===== src/rtl/cpu_pkg.sv =====
// Shared CPU definitions: data-memory stall controller state encoding and
// wait-counter width.
package cpu_pkg;

  localparam int CNT_W = 10;

  typedef enum logic [1:0] {
    IDLE = 2'd0,
    BUSY = 2'd1,
    DONE = 2'd2
  } dmem_state_t;

endpackage


===== src/rtl/dmem_stall_ctrl_if.sv =====
// MEM-stage / data-memory bus seen by the stall controller.
// Handshake: the controller raises mem_req_o and holds mem_we_o, mem_addr_o
// and mem_wdata_o stable for as long as it waits; the memory completes the
// access by pulsing mem_ack_i for one cycle with mem_rdata_i valid in that
// same cycle. An ack seen while no request is outstanding has no effect.
interface dmem_stall_ctrl_if;

  // pipeline side
  logic        start_i;
  logic        MemRead_i;
  logic        MemWrite_i;
  logic [31:0] addr_i;
  logic [31:0] wdata_i;
  logic        stall_o;
  logic [31:0] rdata_o;
  logic        err_o;
  logic [15:0] access_cnt_o;

  // data-memory side
  logic        mem_ack_i;
  logic [31:0] mem_rdata_i;
  logic        mem_req_o;
  logic        mem_we_o;
  logic [31:0] mem_addr_o;
  logic [31:0] mem_wdata_o;

  // the stall controller itself
  modport slave (
    input  start_i, MemRead_i, MemWrite_i, addr_i, wdata_i,
    input  mem_ack_i, mem_rdata_i,
    output stall_o, rdata_o, err_o, access_cnt_o,
    output mem_req_o, mem_we_o, mem_addr_o, mem_wdata_o
  );

  // the pipeline/memory environment driving the controller
  modport master (
    output start_i, MemRead_i, MemWrite_i, addr_i, wdata_i,
    output mem_ack_i, mem_rdata_i,
    input  stall_o, rdata_o, err_o, access_cnt_o,
    input  mem_req_o, mem_we_o, mem_addr_o, mem_wdata_o
  );

endinterface


===== src/rtl/dmem_stall_ctrl.sv =====
// Data-memory stall controller: freezes the pipeline while a MEM-stage load
// or store waits for the data memory, with a timeout that aborts a hung
// access and leaves a sticky error flag.
module dmem_stall_ctrl
  import cpu_pkg::*;
#(
  parameter int TIMEOUT = 64
) (
  input  logic                clk_i,
  input  logic                rst_i,
  dmem_stall_ctrl_if.slave    bus,
  output dmem_state_t         state_o
);

  localparam logic [CNT_W-1:0] CNT_LAST = CNT_W'(TIMEOUT - 1);

  dmem_state_t       state_q, state_d;
  logic [CNT_W-1:0]  cnt_q, cnt_d;
  logic              req_q, req_d;
  logic              we_q, we_d;
  logic [31:0]       addr_q, addr_d;
  logic [31:0]       wdata_q, wdata_d;
  logic [31:0]       rdata_q, rdata_d;
  logic              err_q, err_d;
  logic [15:0]       acc_q, acc_d;

  logic access;
  assign access = bus.MemRead_i | bus.MemWrite_i;

  // Next-state and registered-output logic; start_i low parks everything.
  always_comb begin
    state_d = state_q;
    cnt_d   = cnt_q;
    we_d    = we_q;
    addr_d  = addr_q;
    wdata_d = wdata_q;
    rdata_d = rdata_q;
    err_d   = err_q;
    acc_d   = acc_q;
    if (!bus.start_i) begin
      state_d = IDLE;
      cnt_d   = '0;
      we_d    = 1'b0;
      addr_d  = '0;
      wdata_d = '0;
      rdata_d = '0;
    end else begin
      case (state_q)
        IDLE: begin
          if (access) begin
            state_d = BUSY;
            cnt_d   = '0;
            // a simultaneous read+write request is a write
            we_d    = bus.MemWrite_i;
            addr_d  = bus.addr_i;
            wdata_d = bus.wdata_i;
          end
        end
        BUSY: begin
          cnt_d = cnt_q + {{(CNT_W-1){1'b0}}, 1'b1};
          // ack takes priority over a coinciding timeout
          if (bus.mem_ack_i) begin
            state_d = DONE;
            if (!we_q) rdata_d = bus.mem_rdata_i;
            if (acc_q != 16'hFFFF) acc_d = acc_q + 16'd1;
          end else if (cnt_q == CNT_LAST) begin
            state_d = DONE;
            rdata_d = '0;
            err_d   = 1'b1;
          end
        end
        DONE: begin
          // one free cycle for the pipeline; the still-visible request
          // belongs to the instruction that just completed
          state_d = IDLE;
        end
        default: state_d = IDLE;
      endcase
    end
    req_d = (state_d == BUSY);
  end

  // State and output registers with asynchronous active-low clear.
  always_ff @(posedge clk_i or negedge rst_i) begin
    if (!rst_i) begin
      state_q <= IDLE;
      cnt_q   <= '0;
      req_q   <= 1'b0;
      we_q    <= 1'b0;
      addr_q  <= '0;
      wdata_q <= '0;
      rdata_q <= '0;
      err_q   <= 1'b0;
      acc_q   <= '0;
    end else begin
      state_q <= state_d;
      cnt_q   <= cnt_d;
      req_q   <= req_d;
      we_q    <= we_d;
      addr_q  <= addr_d;
      wdata_q <= wdata_d;
      rdata_q <= rdata_d;
      err_q   <= err_d;
      acc_q   <= acc_d;
    end
  end

  // Stall is combinational so the requesting instruction freezes in its
  // first MEM cycle; gated by reset so a held reset never stalls.
  assign bus.stall_o = rst_i & (((state_q == IDLE) & bus.start_i & access) |
                                (state_q == BUSY));

  assign bus.mem_req_o    = req_q;
  assign bus.mem_we_o     = we_q;
  assign bus.mem_addr_o   = addr_q;
  assign bus.mem_wdata_o  = wdata_q;
  assign bus.rdata_o      = rdata_q;
  assign bus.err_o        = err_q;
  assign bus.access_cnt_o = acc_q;
  assign state_o          = state_q;

endmodule


===== src/flat_wrapper.sv =====
// flat-port wrapper written by rule: the top's interface ports become plain ports
module dmem_stall_ctrl_flat import cpu_pkg::*;
#(
  parameter int TIMEOUT = 64
)
  (clk_i, rst_i, state_o, bus_start_i, bus_MemRead_i, bus_MemWrite_i, bus_addr_i, bus_wdata_i, bus_mem_ack_i, bus_mem_rdata_i, bus_stall_o, bus_rdata_o, bus_err_o, bus_access_cnt_o, bus_mem_req_o, bus_mem_we_o, bus_mem_addr_o, bus_mem_wdata_o);
  dmem_stall_ctrl_if bus_i ();
  input  logic clk_i;
  input  logic rst_i;
  output dmem_state_t state_o;
  input wire logic [$bits(bus_i.start_i)-1:0] bus_start_i;
  input wire logic [$bits(bus_i.MemRead_i)-1:0] bus_MemRead_i;
  input wire logic [$bits(bus_i.MemWrite_i)-1:0] bus_MemWrite_i;
  input wire logic [$bits(bus_i.addr_i)-1:0] bus_addr_i;
  input wire logic [$bits(bus_i.wdata_i)-1:0] bus_wdata_i;
  input wire logic [$bits(bus_i.mem_ack_i)-1:0] bus_mem_ack_i;
  input wire logic [$bits(bus_i.mem_rdata_i)-1:0] bus_mem_rdata_i;
  output wire logic [$bits(bus_i.stall_o)-1:0] bus_stall_o;
  output wire logic [$bits(bus_i.rdata_o)-1:0] bus_rdata_o;
  output wire logic [$bits(bus_i.err_o)-1:0] bus_err_o;
  output wire logic [$bits(bus_i.access_cnt_o)-1:0] bus_access_cnt_o;
  output wire logic [$bits(bus_i.mem_req_o)-1:0] bus_mem_req_o;
  output wire logic [$bits(bus_i.mem_we_o)-1:0] bus_mem_we_o;
  output wire logic [$bits(bus_i.mem_addr_o)-1:0] bus_mem_addr_o;
  output wire logic [$bits(bus_i.mem_wdata_o)-1:0] bus_mem_wdata_o;
  assign bus_i.start_i = bus_start_i;
  assign bus_i.MemRead_i = bus_MemRead_i;
  assign bus_i.MemWrite_i = bus_MemWrite_i;
  assign bus_i.addr_i = bus_addr_i;
  assign bus_i.wdata_i = bus_wdata_i;
  assign bus_i.mem_ack_i = bus_mem_ack_i;
  assign bus_i.mem_rdata_i = bus_mem_rdata_i;
  assign bus_stall_o = bus_i.stall_o;
  assign bus_rdata_o = bus_i.rdata_o;
  assign bus_err_o = bus_i.err_o;
  assign bus_access_cnt_o = bus_i.access_cnt_o;
  assign bus_mem_req_o = bus_i.mem_req_o;
  assign bus_mem_we_o = bus_i.mem_we_o;
  assign bus_mem_addr_o = bus_i.mem_addr_o;
  assign bus_mem_wdata_o = bus_i.mem_wdata_o;
  dmem_stall_ctrl #(.TIMEOUT(TIMEOUT)) u_core (.clk_i(clk_i), .rst_i(rst_i), .bus(bus_i), .state_o(state_o));
endmodule

===== config.mk =====
export PLATFORM = sky130hd
export DESIGN_NAME = dmem_stall_ctrl_flat
export DESIGN_NICKNAME = d
export VERILOG_FILES = /design/src/rtl/cpu_pkg.sv /design/src/rtl/dmem_stall_ctrl_if.sv /design/src/rtl/dmem_stall_ctrl.sv /design/src/flat_wrapper.sv
export SDC_FILE = /design/constraint.sdc
export NUM_CORES = 1
export LEC_CHECK = 0
export CAP_MARGIN = 30
export CORE_MARGIN = 2
export CORE_UTILIZATION = 40
export CTS_CLUSTER_DIAMETER = 150
export DETAILED_ROUTE_END_ITERATION = 10
export PLACE_DENSITY = 0.74
export SLEW_MARGIN = 15
export SYNTH_ARGS = -nofsm -noshare
export SYNTH_HDL_FRONTEND = slang
export SYNTH_SLANG_ARGS = --single-unit

===== constraint.sdc =====
create_clock -name clk_i -period 2.4 [get_ports clk_i]
set_input_delay 0.24 -clock clk_i [delete_from_list [all_inputs] [get_ports clk_i]]
set_output_delay 0.24 -clock clk_i [all_outputs]
set_load 0.01 [all_outputs]

* Yosys cells after proc, flatten, opt, wreduce, memory -nomap -nowiden
Index checks and enable logic that the tools add are counted.
** Operators by class
- Bitwise logic cells :: 6
- Add/subtract/negate cells :: 2
- Equality and inequality tests :: 11
- Multiplexer cells :: 22
- Reductions and logical operators :: 6
** Operator list (count)
- 2-to-1 mux 32 bit :: 11
- 2-to-1 mux 10 bit :: 2
- case mux 10 bit (2 select lines) :: 1
- adder 16 x 1 -> 16 bit, second input constant :: 1
- != test 16 bit, second input constant :: 1
- adder 10 x 1 -> 10 bit, second input constant :: 1
- equality test 10 x 6 -> 1 bit, second input constant :: 1
- 2-to-1 mux 2 bit :: 4
- AND reduction 4 bit :: 2
- != test 2 x 1 -> 1 bit, second input constant :: 3
- != test 3 x 1 -> 1 bit, second input constant :: 2
- equality test 2 x 1 -> 1 bit, second input constant :: 2
- case mux 2 bit (2 select lines) :: 1
- AND reduction 2 bit :: 2
- bitwise AND 1 bit :: 3
- 2-to-1 mux 1 bit :: 3
- != test 3 x 2 -> 1 bit, second input constant :: 1
- != test 3 bit, second input constant :: 1
- AND reduction 3 bit :: 1
- logical NOT 2 bit :: 1
- bitwise OR 1 bit :: 2
- NOT 1 bit :: 1
** Storage, ports and cells
- Input bits :: 102
- Word-level logic and storage cells :: 56
- Output and inout port bits :: 118
- Register bits :: 127

* Depth between registers and ports, before layout
- Depth in word-level cells :: 6
- Depth in mapped cells :: 6
- Gate-level depth less buffers :: 5

* Worst setup path after synthesis
OpenSTA, ideal clock, no wires.
- Path type :: reg-to-reg
- Start :: register u_core.acc_q[0] (netlist: u_core.bus.access_cnt_o[0])
- End :: register u_core.acc_q[1] (netlist: u_core.bus.access_cnt_o[1])
- Slack :: 0.619 ns
- Cell stages (with the launch flop) :: 6
- Data arrival time :: 1.654 ns
- Library setup time :: 0.128 ns
- Clock period less this slack :: 1.781 ns
- Buffers on the path :: 0
- Required time :: 2.272 ns
- Path through :: dfrtp_1 ha_1 nand4_1 nor4_4 nor2_1 mux2_1
** On the way
- Longest elaborated chain between the ends :: 2
- Elaborated cells between the ends (all ways) :: 3
- Those cells by class :: add/sub: 1; eq/ne: 1; reduce/logical: 1
** Ends and longest elaborated chain
- start, declared :: line dmem_stall_ctrl.sv:25 : logic [15:0] acc_q, acc_d;
- start signal, assigned :: line dmem_stall_ctrl.sv:94 : acc_q <= '0;
- start signal, assigned :: line dmem_stall_ctrl.sv:104 : acc_q <= acc_d;
- branches (longest 2 deep; another with adder 16 x 1 -> 16 bit)
Several ways; the timed one is not identified.
A chain may end at the register's enable or synchronous reset.

* Worst setup path in the final report
Same ends and word-level chain as after synthesis.

==> impl_metrics.csv <==
group,metric,value,unit
outcome,status,"complete, but fails checks",
outcome,violations,"negative hold slack",
setup_path,critPathKind,"reg -> reg",
synth,synth_area_per_cell,9.65,sq um
pwr,p_int,4.85,mW
floorplanning,coreArea,13800,sq um
timing,tns,0,ps
clock_network,clock_sink_count,127,
floorplanning,fp-row-count,43,
placed_design,dp_hpwl,10600,um
setup_path,cp.arrival,2200,ps
setup_path,crit_fanout,6,
setup_path,crit_path_start_kind,"flip-flop",
clock_network,cts_buffers,17,
grt,overflow,0,
timing,min_period,1910,ps
floorplanning,boundaryPins,220,
clock_network,clk_pin_slew,50,ps
final_layout,num_antenna_cells,0,
final_layout,area_growth,55.2,%
floorplanning,start_util,40.7,%
timing,fin_hold_ws,-99.1,ps
timing,fmax,0.524,GHz
timing,fin_worst_skew,5.94,ps
grt,track_usage,20.9,%
pwr,sw_frac_of_total,25.6,%
synth,yosys.area_share.simple,19.6,%
synth,synth_compound_area_share,17.1,%
synth,synth_top_family_by_area,"simple AND/OR/NAND/NOR gates",
timing,relSlewSlack,51.9,%
timing,rsz0062_at_grt,"no",
routing,drtIter0Drc,373,
clock_network,htreeDepth,4,
placed_design,gp_congestion,0.807,
timing,slew_viol_final,0,
routing,route.vias.total,5173,
final_layout,seqCellArea,3180,sq um
clock_network,cts_root_buf,"clkbuf_16",
synth,ys_async_sr_fraction,100,%
pwr,p_leak,3.80,nW
synth,synth-edff-count,0,
final_layout,stdcell_count,986,
floorplanning,die-area,15000,sq um
pwr,vdd_drop_max,0.425,mV
pwr,clkPwrFrac,43.1,%
clock_network,cts_hold_buf,0,
placed_design,placed_cells,953,
synth,synthesis.yosys.warnings,0,
timing,worst_pin_slew,721,ps
pwr,p_seq_share,37.8,%
synth,synth_top_flop_cell,"dfrtp_1",
grt,antenna_found_initial,0,
routing,antenna_left,0,
routing,routed_wirelength,15700,um
clock_network,cts.path.max_buffers,2,
pwr,p_comb_share,19.1,%
pwr,p_sw,1.67,mW
final_layout,fill_cells,1126,
pwr,pwr_density_cell,749,nW/um^2
synth,ys_seq_area_share,56.7,%
final_layout,drive_gt1_share,7.20,%
synth,syn_nets,685,
timing,setup-violations-final,0,
final_layout,final_nets,897,
grt,grt_first_pass_wirelength,24500,um
synth,ys_types,51,
synth,synthAdderAreaFrac,0.446,%
synth,syn_inst,581,
synth,synth_seq_cells,127,
setup_path,cp_data_required_time,2690,ps
synth,synth_mux_area_share,0.602,%
routing,drc,0,
routing,viasPerCell,5.25,
placed_design,port_buffers,219,
routing,firstDrtPassIters,5,
floorplanning,die_x,122,um
setup_path,end_kind,"flip-flop",
grt,grt_pass1_vias,5017,
floorplanning,die_y,122,um
routing,wl_per_cell,15.9,um
timing,fin_crit_sh,79.5,%
synth,syn_area,5610,sq um
timing,hold_viol,53,
grt,grt_max_degree,128,
hold_path,hold_path_class,"in -> async",
final_layout,multi_input_area,2270,sq um
clock_network,cts_tree,"yes",
clock_network,worstSkewPairLatency,410,ps
synth,synthXorXnorAreaFrac,2.34,%
flow_run,cap_violations,0,
metal layers:
layer / vias up / part of all wire, % / track usage, %
met5: - / 0 / 0
met3: 41 / 7.5 / 6.51
met4: 0 / 3.7 / 10.3
met1: 2472 / 42 / 26.6
li1: 2446 / - / -
met2: 214 / 47 / 32.3
power groups by stage:
stage / Sequential [mW] / Clock (mW) / Combinational [mW]
floorplan: 2.56 / 0 / 0.449
global placement: 2.49 / 0 / 1.21
detailed placement: 2.50 / 0 / 1.24
CTS: 2.46 / 2.87 / 1.25
global route: 2.49 / 2.96 / 1.36
finish: 2.46 / 2.81 / 1.24
worst max-delay path: stages, from the launching register on:
cell     delay (ps)
dfrtp_1         410
ha_1            210
nand4_1         270
nor4_4          440
nor2_1          120
mux2_1          330
area by class of cell:
class / instances / share of cell area [%]
inverters: 4 / 0.173
flip-flops and latches: 127 / 36.5
multi-input cells: 410 / 26.1
clock inverters: 14 / 2.46
well taps: 180 / 2.59
repair buffers: 233 / 27.1
clock buffers: 18 / 5.05
cells in the mapped netlist (all sizes together) (2+ instances only):
master | number | area share, %
nand2 | 145 | 9.7
dfrtp | 127 | 57
a21oi | 65 | 5.8
nor2 | 45 | 3.0
a31oi | 33 | 3.7
a22o | 32 | 5.0
clkbuf | 25 | 1.7
buf | 15 | 1.3
xor2 | 12 | 1.9
nand3 | 9 | 0.80
nand4 | 6 | 0.78
nor3 | 6 | 0.54
and3 | 5 | 0.56
o21ai | 5 | 0.45
inv | 4 | 0.27
nor4 | 4 | 0.83
or3 | 4 | 0.54
mux2 | 3 | 0.60
nand4b | 3 | 0.74
o21a | 3 | 0.40
o31ai | 3 | 0.40
xnor2 | 3 | 0.47
and4 | 2 | 0.31
ha | 2 | 0.45
sequential cells by signal, summed over array words and instances (netlist names):
| register | cells |
|---|---|
| u_core.bus.err_o | 1 |
| u_core.bus.access_cnt_o | 16 |
| u_core.bus.mem_wdata_o | 32 |
| u_core.bus.mem_addr_o | 32 |
| u_core.cnt_q | 10 |
| u_core.bus.mem_we_o | 1 |
| u_core.state_o | 2 |
| u_core.bus.mem_req_o | 1 |
| u_core.bus.rdata_o | 32 |
placed cells by master, fill, tap and decap left out, drive strengths merged, types with 2 or more instances in the layout:
cell,n
xnor2,3
xor2,12
nand3,9
a31oi,33
ha,2
o21a,3
dfrtp,127
clkinv,5
nand4b,3
nor2,45
nor4,4
nor3,6
or3,4
a22o,32
bufinv,5
nand2,145
o21ai,5
clkdlybuf4s50,217
o31ai,3
and4,2
nand4,6
and3,5
inv,5
mux2,3
a21oi,65
buf,15
clkbuf,18
clkinvlp,3
path summary, 6_finish.rpt:
path                                                         from                                      to  slack (ps)  cells after the start
hold / removal                                              rst_i  u_core.bus.access_cnt_o[7]$_DFFE_PN0P_        -100                      2
hold reg to reg                      u_core.bus.err_o$_DFFE_PN0P_            u_core.bus.err_o$_DFFE_PN0P_         460                      1
min in group clk_i                                bus_wdata_i[10]  u_core.bus.mem_wdata_o[10]$_DFFE_PN0P_         370                      3
max in group asynchronous                                   rst_i   u_core.bus.mem_wdata_o[7]$_DFFE_PN0P_        1910                      2
setup reg to reg           u_core.bus.access_cnt_o[0]$_DFFE_PN0P_  u_core.bus.access_cnt_o[1]$_DFFE_PN0P_         490                      5
setup / recovery           u_core.bus.access_cnt_o[0]$_DFFE_PN0P_  u_core.bus.access_cnt_o[1]$_DFFE_PN0P_         490                      5
metrics by stage:
step           utilization, %  setup slack, ps  instance area, sq um  power (mW)
4_1_cts                  63.0             74.3                  8680        6.58
5_1_grt                  63.2              367                  8700        6.82
3_3_place_gp             58.3              321                  8030        3.70
6_report                 63.2              492                  8700        6.52
3_5_place_dp             58.3              252                  8030        3.74
2_1_floorplan               -              619                  5610        3.01
kinds of logic after synthesis:
group / Yosys count
DFF: 127
adders and majority gates: 2
AOI/OAI and AO/OA: 150
xor gates and xnor gates: 15
muxes: 3
buffers and inverters: 44
and+or+nand+nor: 240
what timing repair did:
action                                  CTS  global route
buffers inserted                          0             0
gates resized for setup                   0             2
endpoints found under the setup margin    0             1
Power figures use the tool's default switching activity.
